## src/rtl/aes_key_sched_ctrl_if.sv

```systemverilog
// rtl/aes_key_sched_ctrl_if.sv - key load, expansion-engine and round-key read signals
interface aes_key_sched_ctrl_if;
  logic         key_valid;
  logic [127:0] key_in;
  logic         key_ready;
  logic         exp_start;
  logic [127:0] exp_key;
  logic         exp_rkey_valid;
  logic [127:0] exp_rkey;
  logic         sched_done;
  logic         rd_en;
  logic [3:0]   rd_round;
  logic         rd_valid;
  logic [127:0] rd_key;
  logic         rd_err;

  modport slave (
    input  key_valid, key_in, exp_rkey_valid, exp_rkey, rd_en, rd_round,
    output key_ready, exp_start, exp_key, sched_done, rd_valid, rd_key, rd_err
  );

  modport master (
    output key_valid, key_in, exp_rkey_valid, exp_rkey, rd_en, rd_round,
    input  key_ready, exp_start, exp_key, sched_done, rd_valid, rd_key, rd_err
  );
endinterface

```

## src/rtl/aes_key_sched_ctrl.sv

```systemverilog
// rtl/aes_key_sched_ctrl.sv - AES key-schedule controller with NR+1 round-key store
// Optional macro AES_KSC_ZEROIZE_EN clears the store whenever a new key is accepted.
module aes_key_sched_ctrl #(
  parameter int NR = 10
) (
  input logic                 CLK,
  input logic                 RST,
  aes_key_sched_ctrl_if.slave bus
);
  localparam int CW = $clog2(NR + 1);

  typedef enum logic [1:0] {IDLE, LAUNCH, COLLECT, DONE} state_e;

  state_e        state_q, state_d;
  logic [CW-1:0] cnt_q, cnt_d;
  logic          key_ready_q, key_ready_d;
  logic [127:0]  exp_key_q, exp_key_d;
  logic [127:0]  store_q [NR+1];
  logic [127:0]  store_d [NR+1];
  logic          rd_valid_q, rd_valid_d;
  logic          rd_err_q, rd_err_d;
  logic [127:0]  rd_key_q, rd_key_d;
  logic          key_accept;
  logic          rd_ok;

  // key_ready is a flop so it stays low throughout reset and rises one cycle after release
  assign key_accept = bus.key_valid && key_ready_q;
  assign rd_ok      = bus.rd_en && (state_q == DONE) && (int'(bus.rd_round) <= NR);

  always_comb begin
    state_d    = state_q;
    cnt_d      = cnt_q;
    exp_key_d  = exp_key_q;
    store_d    = store_q;
    rd_valid_d = rd_ok;
    rd_err_d   = bus.rd_en && !rd_ok;
    rd_key_d   = rd_ok ? store_q[bus.rd_round] : '0;

    case (state_q)
      IDLE, DONE: begin
        if (key_accept) begin
          exp_key_d = bus.key_in;
          state_d   = LAUNCH;
`ifdef AES_KSC_ZEROIZE_EN
          for (int i = 0; i <= NR; i++) begin
            store_d[i] = '0;
          end
`endif
        end
      end
      LAUNCH: begin
        cnt_d   = '0;
        state_d = COLLECT;
      end
      COLLECT: begin
        if (bus.exp_rkey_valid) begin
          store_d[cnt_q] = bus.exp_rkey;
          if (cnt_q == CW'(NR)) begin
            state_d = DONE;
          end else begin
            cnt_d = cnt_q + CW'(1);
          end
        end
      end
      default: state_d = IDLE;
    endcase

    key_ready_d = (state_d == IDLE) || (state_d == DONE);
  end

  always_ff @(posedge CLK or posedge RST) begin
    if (RST) begin
      state_q     <= IDLE;
      cnt_q       <= '0;
      key_ready_q <= 1'b0;
      exp_key_q   <= '0;
      rd_valid_q  <= 1'b0;
      rd_err_q    <= 1'b0;
      rd_key_q    <= '0;
      for (int i = 0; i <= NR; i++) begin
        store_q[i] <= '0;
      end
    end else begin
      state_q     <= state_d;
      cnt_q       <= cnt_d;
      key_ready_q <= key_ready_d;
      exp_key_q   <= exp_key_d;
      rd_valid_q  <= rd_valid_d;
      rd_err_q    <= rd_err_d;
      rd_key_q    <= rd_key_d;
      for (int i = 0; i <= NR; i++) begin
        store_q[i] <= store_d[i];
      end
    end
  end

  assign bus.key_ready  = key_ready_q;
  assign bus.exp_start  = (state_q == LAUNCH);
  assign bus.exp_key    = exp_key_q;
  assign bus.sched_done = (state_q == DONE);
  assign bus.rd_valid   = rd_valid_q;
  assign bus.rd_err     = rd_err_q;
  assign bus.rd_key     = rd_key_q;
endmodule

```

## src/flat_wrapper.sv

```systemverilog
// flat-port wrapper written by rule: the top's interface ports become plain ports
module aes_key_sched_ctrl_flat 
#(
  parameter int NR = 10
)
  (CLK, RST, bus_key_valid, bus_key_in, bus_exp_rkey_valid, bus_exp_rkey, bus_rd_en, bus_rd_round, bus_key_ready, bus_exp_start, bus_exp_key, bus_sched_done, bus_rd_valid, bus_rd_key, bus_rd_err);
  aes_key_sched_ctrl_if bus_i ();
  input logic CLK;
  input logic RST;
  input wire logic [$bits(bus_i.key_valid)-1:0] bus_key_valid;
  input wire logic [$bits(bus_i.key_in)-1:0] bus_key_in;
  input wire logic [$bits(bus_i.exp_rkey_valid)-1:0] bus_exp_rkey_valid;
  input wire logic [$bits(bus_i.exp_rkey)-1:0] bus_exp_rkey;
  input wire logic [$bits(bus_i.rd_en)-1:0] bus_rd_en;
  input wire logic [$bits(bus_i.rd_round)-1:0] bus_rd_round;
  output wire logic [$bits(bus_i.key_ready)-1:0] bus_key_ready;
  output wire logic [$bits(bus_i.exp_start)-1:0] bus_exp_start;
  output wire logic [$bits(bus_i.exp_key)-1:0] bus_exp_key;
  output wire logic [$bits(bus_i.sched_done)-1:0] bus_sched_done;
  output wire logic [$bits(bus_i.rd_valid)-1:0] bus_rd_valid;
  output wire logic [$bits(bus_i.rd_key)-1:0] bus_rd_key;
  output wire logic [$bits(bus_i.rd_err)-1:0] bus_rd_err;
  assign bus_i.key_valid = bus_key_valid;
  assign bus_i.key_in = bus_key_in;
  assign bus_i.exp_rkey_valid = bus_exp_rkey_valid;
  assign bus_i.exp_rkey = bus_exp_rkey;
  assign bus_i.rd_en = bus_rd_en;
  assign bus_i.rd_round = bus_rd_round;
  assign bus_key_ready = bus_i.key_ready;
  assign bus_exp_start = bus_i.exp_start;
  assign bus_exp_key = bus_i.exp_key;
  assign bus_sched_done = bus_i.sched_done;
  assign bus_rd_valid = bus_i.rd_valid;
  assign bus_rd_key = bus_i.rd_key;
  assign bus_rd_err = bus_i.rd_err;
  aes_key_sched_ctrl #(.NR(NR)) u_core (.CLK(CLK), .RST(RST), .bus(bus_i));
endmodule
```

## config.mk

```make
export PLATFORM = sky130hd
export DESIGN_NAME = aes_key_sched_ctrl_flat
export DESIGN_NICKNAME = d
export VERILOG_FILES = /design/src/rtl/aes_key_sched_ctrl_if.sv /design/src/rtl/aes_key_sched_ctrl.sv /design/src/flat_wrapper.sv
export SDC_FILE = /design/constraint.sdc
export NUM_CORES = 2
export LEC_CHECK = 0
export CORE_ASPECT_RATIO = 0.6
export CORE_UTILIZATION = 25
export DETAILED_ROUTE_END_ITERATION = 6
export PLACE_DENSITY = 0.41
export SYNTH_ARGS = -nofsm -noshare
export SYNTH_HDL_FRONTEND = slang
export SYNTH_SLANG_ARGS = --single-unit
export TNS_END_PERCENT = 100
```

## constraint.sdc

```tcl
create_clock -name CLK -period 82.2 [get_ports CLK]
set_input_delay 16.44 -clock CLK [delete_from_list [all_inputs] [get_ports CLK]]
set_output_delay 16.44 -clock CLK [all_outputs]
set_load 0.01 [all_outputs]
```

# == After elaboration in Yosys (flattened, before gate mapping) ==
# Index checks and enable logic that the tools add are counted.
# totals
in_bits,265
regBits,1673
# classes
reduce_logical,14
bitwise_logic,2
n_lt_le_gt_ge,4
n_eq_ne,7
muxes,14
add_sub_neg,1
# op_table
op,count
$bwmux W1408,1
$bmux W128 S4,1
$demux W128 S4,1
$mux W128,4
$ge A5 B5 Y1 const B,2
$not A4 Y5,2
$mux W4,2
$pmux W4 S2,1
$eq A2 B2 Y1 const B,3
$mux W2,3
$pmux W2 S3,1
$logic_and A1 B1 Y1,5
$lt A5 B1 Y1 const B,1
$add A4 B1 Y4 const B,1
$eq A4 B4 Y1 const B,1
$le A4 B4 Y1 const B,1
$logic_not A2 Y1,2
$ne A2 B2 Y1 const B,2
$reduce_and A2 Y1,2
$reduce_and A3 Y1,1
$eq A2 B1 Y1 const B,1
$reduce_bool A2 Y1,1
$reduce_or A2 Y1,1
$logic_not A1 Y1,1
$logic_or A1 B1 Y1,1

# == Logic depth before layout (Yosys ltp) ==
# logic_depth
word_depth,6
mapped_depth,8

# == Worst setup path after synthesis ==
# Ideal clock, no wire load.
# synth_path
kind,input -> register
from,input bus_rd_round[0]
to,"register u_core.rd_key_q[35], in the netlist u_core.bus.rd_key[35]"
arrival_ps,17641
setup_ps,142
path_stages,6
path_slack_ps,64417
path_buffers,3
required_time_ps,82058
cell_sequence,buf_4 buf_6 buf_4 mux4_2 o22ai_1 a211oi_1
# synth_via
elab_chain_cells,5
elab_cells_between_ends,7
classes_between,1 x order compare; 4 x mux; 1 x bitwise; 1 x reduce/logical
# synth_rtl
element,line,source
"start, declared",flat_wrapper.sv:15,input wire logic [$bits(bus_i.rd_round)-1:0] bus_rd_round;
$not A4 Y5 (not written as such),aes_key_sched_ctrl.sv:37,rd_key_d = rd_ok ? store_q[bus.rd_round] : '0;
$bmux W128 S4,aes_key_sched_ctrl.sv:37,
$mux W128 (not written as such) (2 in a row),aes_key_sched_ctrl.sv:37,
$mux W128 (*),aes_key_sched_ctrl.sv:37,
named net u_core.rd_key_d[35],aes_key_sched_ctrl.sv:22,"logic [127:0] rd_key_q, rd_key_d;"
"end signal, assigned",aes_key_sched_ctrl.sv:90,rd_key_q <= rd_key_d;
"end, declared",aes_key_sched_ctrl.sv:22,
# Mark *: on every way through the listed nets, which the timed path passes. The rest lies on a longest branch. The select of a mux whose other input is x is not followed.
# A chain may end at the register's enable or synchronous reset.

==> results by group <==
Power
  – Switching power: 0.852 mW
  – Clock network power share: 0.273
  – Pwr/cell area: approximately 35 nW/um^2
  – LEAKAGE: just under 40 nW
  – Peak supply drop: 0.0169 mV
  – Logic gate share of total power: 0.280
  – Switching Share: 0.275
  – Design Power: between 3 and 4 mW
  – Reg power frac: 0.448
  – Pint: 2.24 mW

Layout
  – Most frequent cells in the layout: dfrtp_1 (1673), mux2_2 (1176), clkdlybuf4s50_1 (522)
  – Nets: 5241
  – Area grow syn2layout: 19.6%
  – Layout Cells excl Fill: roughly 9000
  – Most common cell after layout, fill and taps aside: dfrtp_1
  – Fill cell count: 28800
  – Layout cells sized above 1: 0.426

Setup path
  – Type of origin of the critical path: input port
  – Reg2reg setup slack: 77.92 ns
  – CP startpoint: RST
  – Crit Path Category: in2async
  – Crit-path max FO: about 150
  – Crit-path max cell delay: 0.82 ns
  – Critical path's top delay family: buffers and inverters
  – WP buf/inv: 7
  – Worst Reg-to-Reg Cells: 8
  – CP arrival: 21.65 ns
  – Slowest cell on the critical path: buf_4
  – CP Capture Point: u_core.store_q[914]
  – Crit-path cells: clkdlybuf4s50_1 -> inv_8 -> buf_12 -> buf_12 -> buf_4 -> buf_4 -> buf_4
  – Setup crit end kind: async pin
  – CP Depth: 7
  – RR Endpoint: u_core.store_q[1145]
  – Critical R2R Launch: u_core.state_q[0]
  – Most common cell on crit path: buf_4
  – Data required time of the worst path: 82.99 ns

Clock network
  – Post-CTS Setup Repair Bufs: 0
  – Reg clk slew, reported paths: 0.06 ns
  – Clock tree root buffer cell: clkbuf_16
  – Max Root-Sink Buffers: 4
  – Cts hold-fix bufs: 0
  – H-Tree Depth: 4
  – TritonCTS clock tree: done
  – Resize count post-CTS: 0
  – Total CTS buffers: 188
  – Sink Count: 1673
  – Latest clock arrival within the worst-skew pair: 0.89 ns

Die
  – IO Count: 526
  – Die height: between 400 and 500 um
  – # rows: approximately 150
  – Die area: 296000 sq um
  – Chip width: 702 um
  – Core footprint: 291000 sq um
  – Initial core utilization: 0.252

Placed design
  – Pre-CTS setup slack: 60.35 ns
  – Routability Congestion: just under 0.7
  – IO buf count: 525
  – HPWL Detailed: 127 mm
  – Cells after DPL: 8654

STA
  – Post-route setup slack: 61.34 ns
  – Max-slew violations: 0
  – Worst-Margin Slew: 1.18 ns
  – Setup total negative slack: 0 ns
  – Crit path time final: about 21 ns
  – Hold Fails Final Rpt: 0
  – Final setup vio count: 0
  – Highest clock rate: 0.0479 GHz
  – Clk_skew: between 0.09 and 0.1 ns
  – Hold slack: around 0.50 ns
  – Final Cycle Share: 0.254
  – RSZ-0062 raised after global routing: false
  – Max transition margin: 0.206

GRT
  – GR Util met1: 0.224
  – Met3 Track Usage GR: 0.0254
  – Global-route wire length before repair: 340 mm
  – Total GRT Usage: 0.155
  – Grt total ovfl: 0
  – Pin count of the biggest net entering global routing: 182
  – GR Layer Usage met2: 0.244
  – Global route hottest layer: met2
  – Initial antenna violation count: 39
  – Vias in the first global route: around 45000

Synth
  – Top cell type's share of synthesized area: 0.570
  – Dominant cells by area after synthesis: dfrtp_1 (57%), mux2_2 (18%), mux4_2 (7.8%), mux2_4 (7.4%), mux2i_1 (1.8%)
  – Yosys reg bits: 1673
  – Syn Std Cell Area: 73500 sq um
  – Sequential-to-total area share from yosys stat: 0.570
  – Ys Warns: 0
  – Synth area leader: dfrtp_1
  – Cells after Synth: 4626
  – Syn Area/Cell: 15.9 sq um
  – Syn nets: 4898
  – Unique masters post-synth: 38

Flow run
  – Maxcap violations: 0

Drt
  – First drt pass iteration count: 5
  – Via density per instance: roughly 4.6
  – Post-Route WL: 231 mm
  – Remaining DRCs: 0
  – Final ANT Viol Nets: 0
  – Iter 0 DRT Violations: 2208
  – Vias: 41400
  – Avg WL per Cell: 25.8 um

Run status
  – Status: completed

Hold path
  – Worst Hold Class: reg2reg
  – Hold path start: u_core.store_q[544]
power groups by stage:
stage               registers, mW  logic (mW)  clock network, mW
CTS                          1.38       0.880              0.877
finish                       1.39       0.865              0.844
detailed placement           1.39       0.878                  0
floorplan                    1.36       0.675                  0
global placement             1.39       0.858                  0
global route                 1.43       0.934              0.910
state kept, by name, summed over array words and instances, names as in the netlist:
register              cells
u_core.bus.key_ready      1
u_core.store_q         1408
u_core.bus.exp_key      128
u_core.bus.rd_key       128
u_core.bus.rd_err         1
u_core.bus.rd_valid       1
u_core.state_q            2
u_core.cnt_q              4
layer usage:
layer  vias up  share of wire
met3       309          0.037
li1      17600              -
met5         -        0.00045
met1     22800           0.49
met2       663           0.46
met4        18          0.019
Yosys cell counts, drive strengths merged:
master,instances
a211oi,127
a21oi,129
and2,3
and2b,1
and3,1
and3b,1
buf,266
clkbuf,187
dfrtp,1673
ha,7
inv,8
mux2,1538
mux2i,131
mux4,255
nand2,12
nand3,6
nand3b,1
nand4,2
nor2,134
nor2b,2
nor3,1
nor3b,1
o2111ai,1
o211ai,2
o21a,1
o21ai,5
o22ai,126
or2,1
or3,1
xnor2,1
xor2,2
stage by stage:
step,util,area [sq um]
6_report,0.302,87800
5_1_grt,0.302,87800
4_1_cts,0.302,87800
3_5_place_dp,0.281,81900
3_3_place_gp,0.281,81900
2_1_floorplan,-,73500
cell type report:
cell class                      instances  area, sq um  area share
Sequential cell                      1673        41900       0.477
Inverter                                8         37.5    0.000427
Timing Repair Buffer                  606         5990      0.0682
Clock inverter                         42          434     0.00494
Clock buffer                          274         5540      0.0631
Antenna cell                            6         15.0    0.000171
Multi-Input combinational cell       2492        29100       0.331
Tap cell                             3875         4850      0.0552
worst min path at each step:
stage | to | cells after the start
2_1_floorplan | u_core.store_q[544] | 1
3_3_place_gp | u_core.store_q[552] | 1
3_5_place_dp | u_core.store_q[544] | 1
4_1_cts | u_core.store_q[544] | 1
5_1_grt | u_core.store_q[493] | 1
6_report | u_core.store_q[544] | 1
worst reg2reg max path: stages (launching register included):
cell and delay [ns]:
dfrtp_1 0.42, inv_1 0.07, ha_1 0.27, and3b_1 0.29
and2b_2 0.33, nand2_8 0.60, buf_4 0.82, buf_4 0.90
mux2_2 0.42
cell families (layout without fill, tap and decap cells):
logic type	count (synthesis)	count (layout)	synth area share
muxes	1924	1924	0.350
other	0	6	0
buffers and inverters	461	930	0.0359
and+or+nand+nor	167	167	0.00933
AOI/OAI and AO/OA	391	391	0.0333
DFF	1673	1673	0.570
xor gates and xnor gates	3	3	0.000358
adders and majority gates	7	7	0.00119
Power figures use the tool's default switching activity.
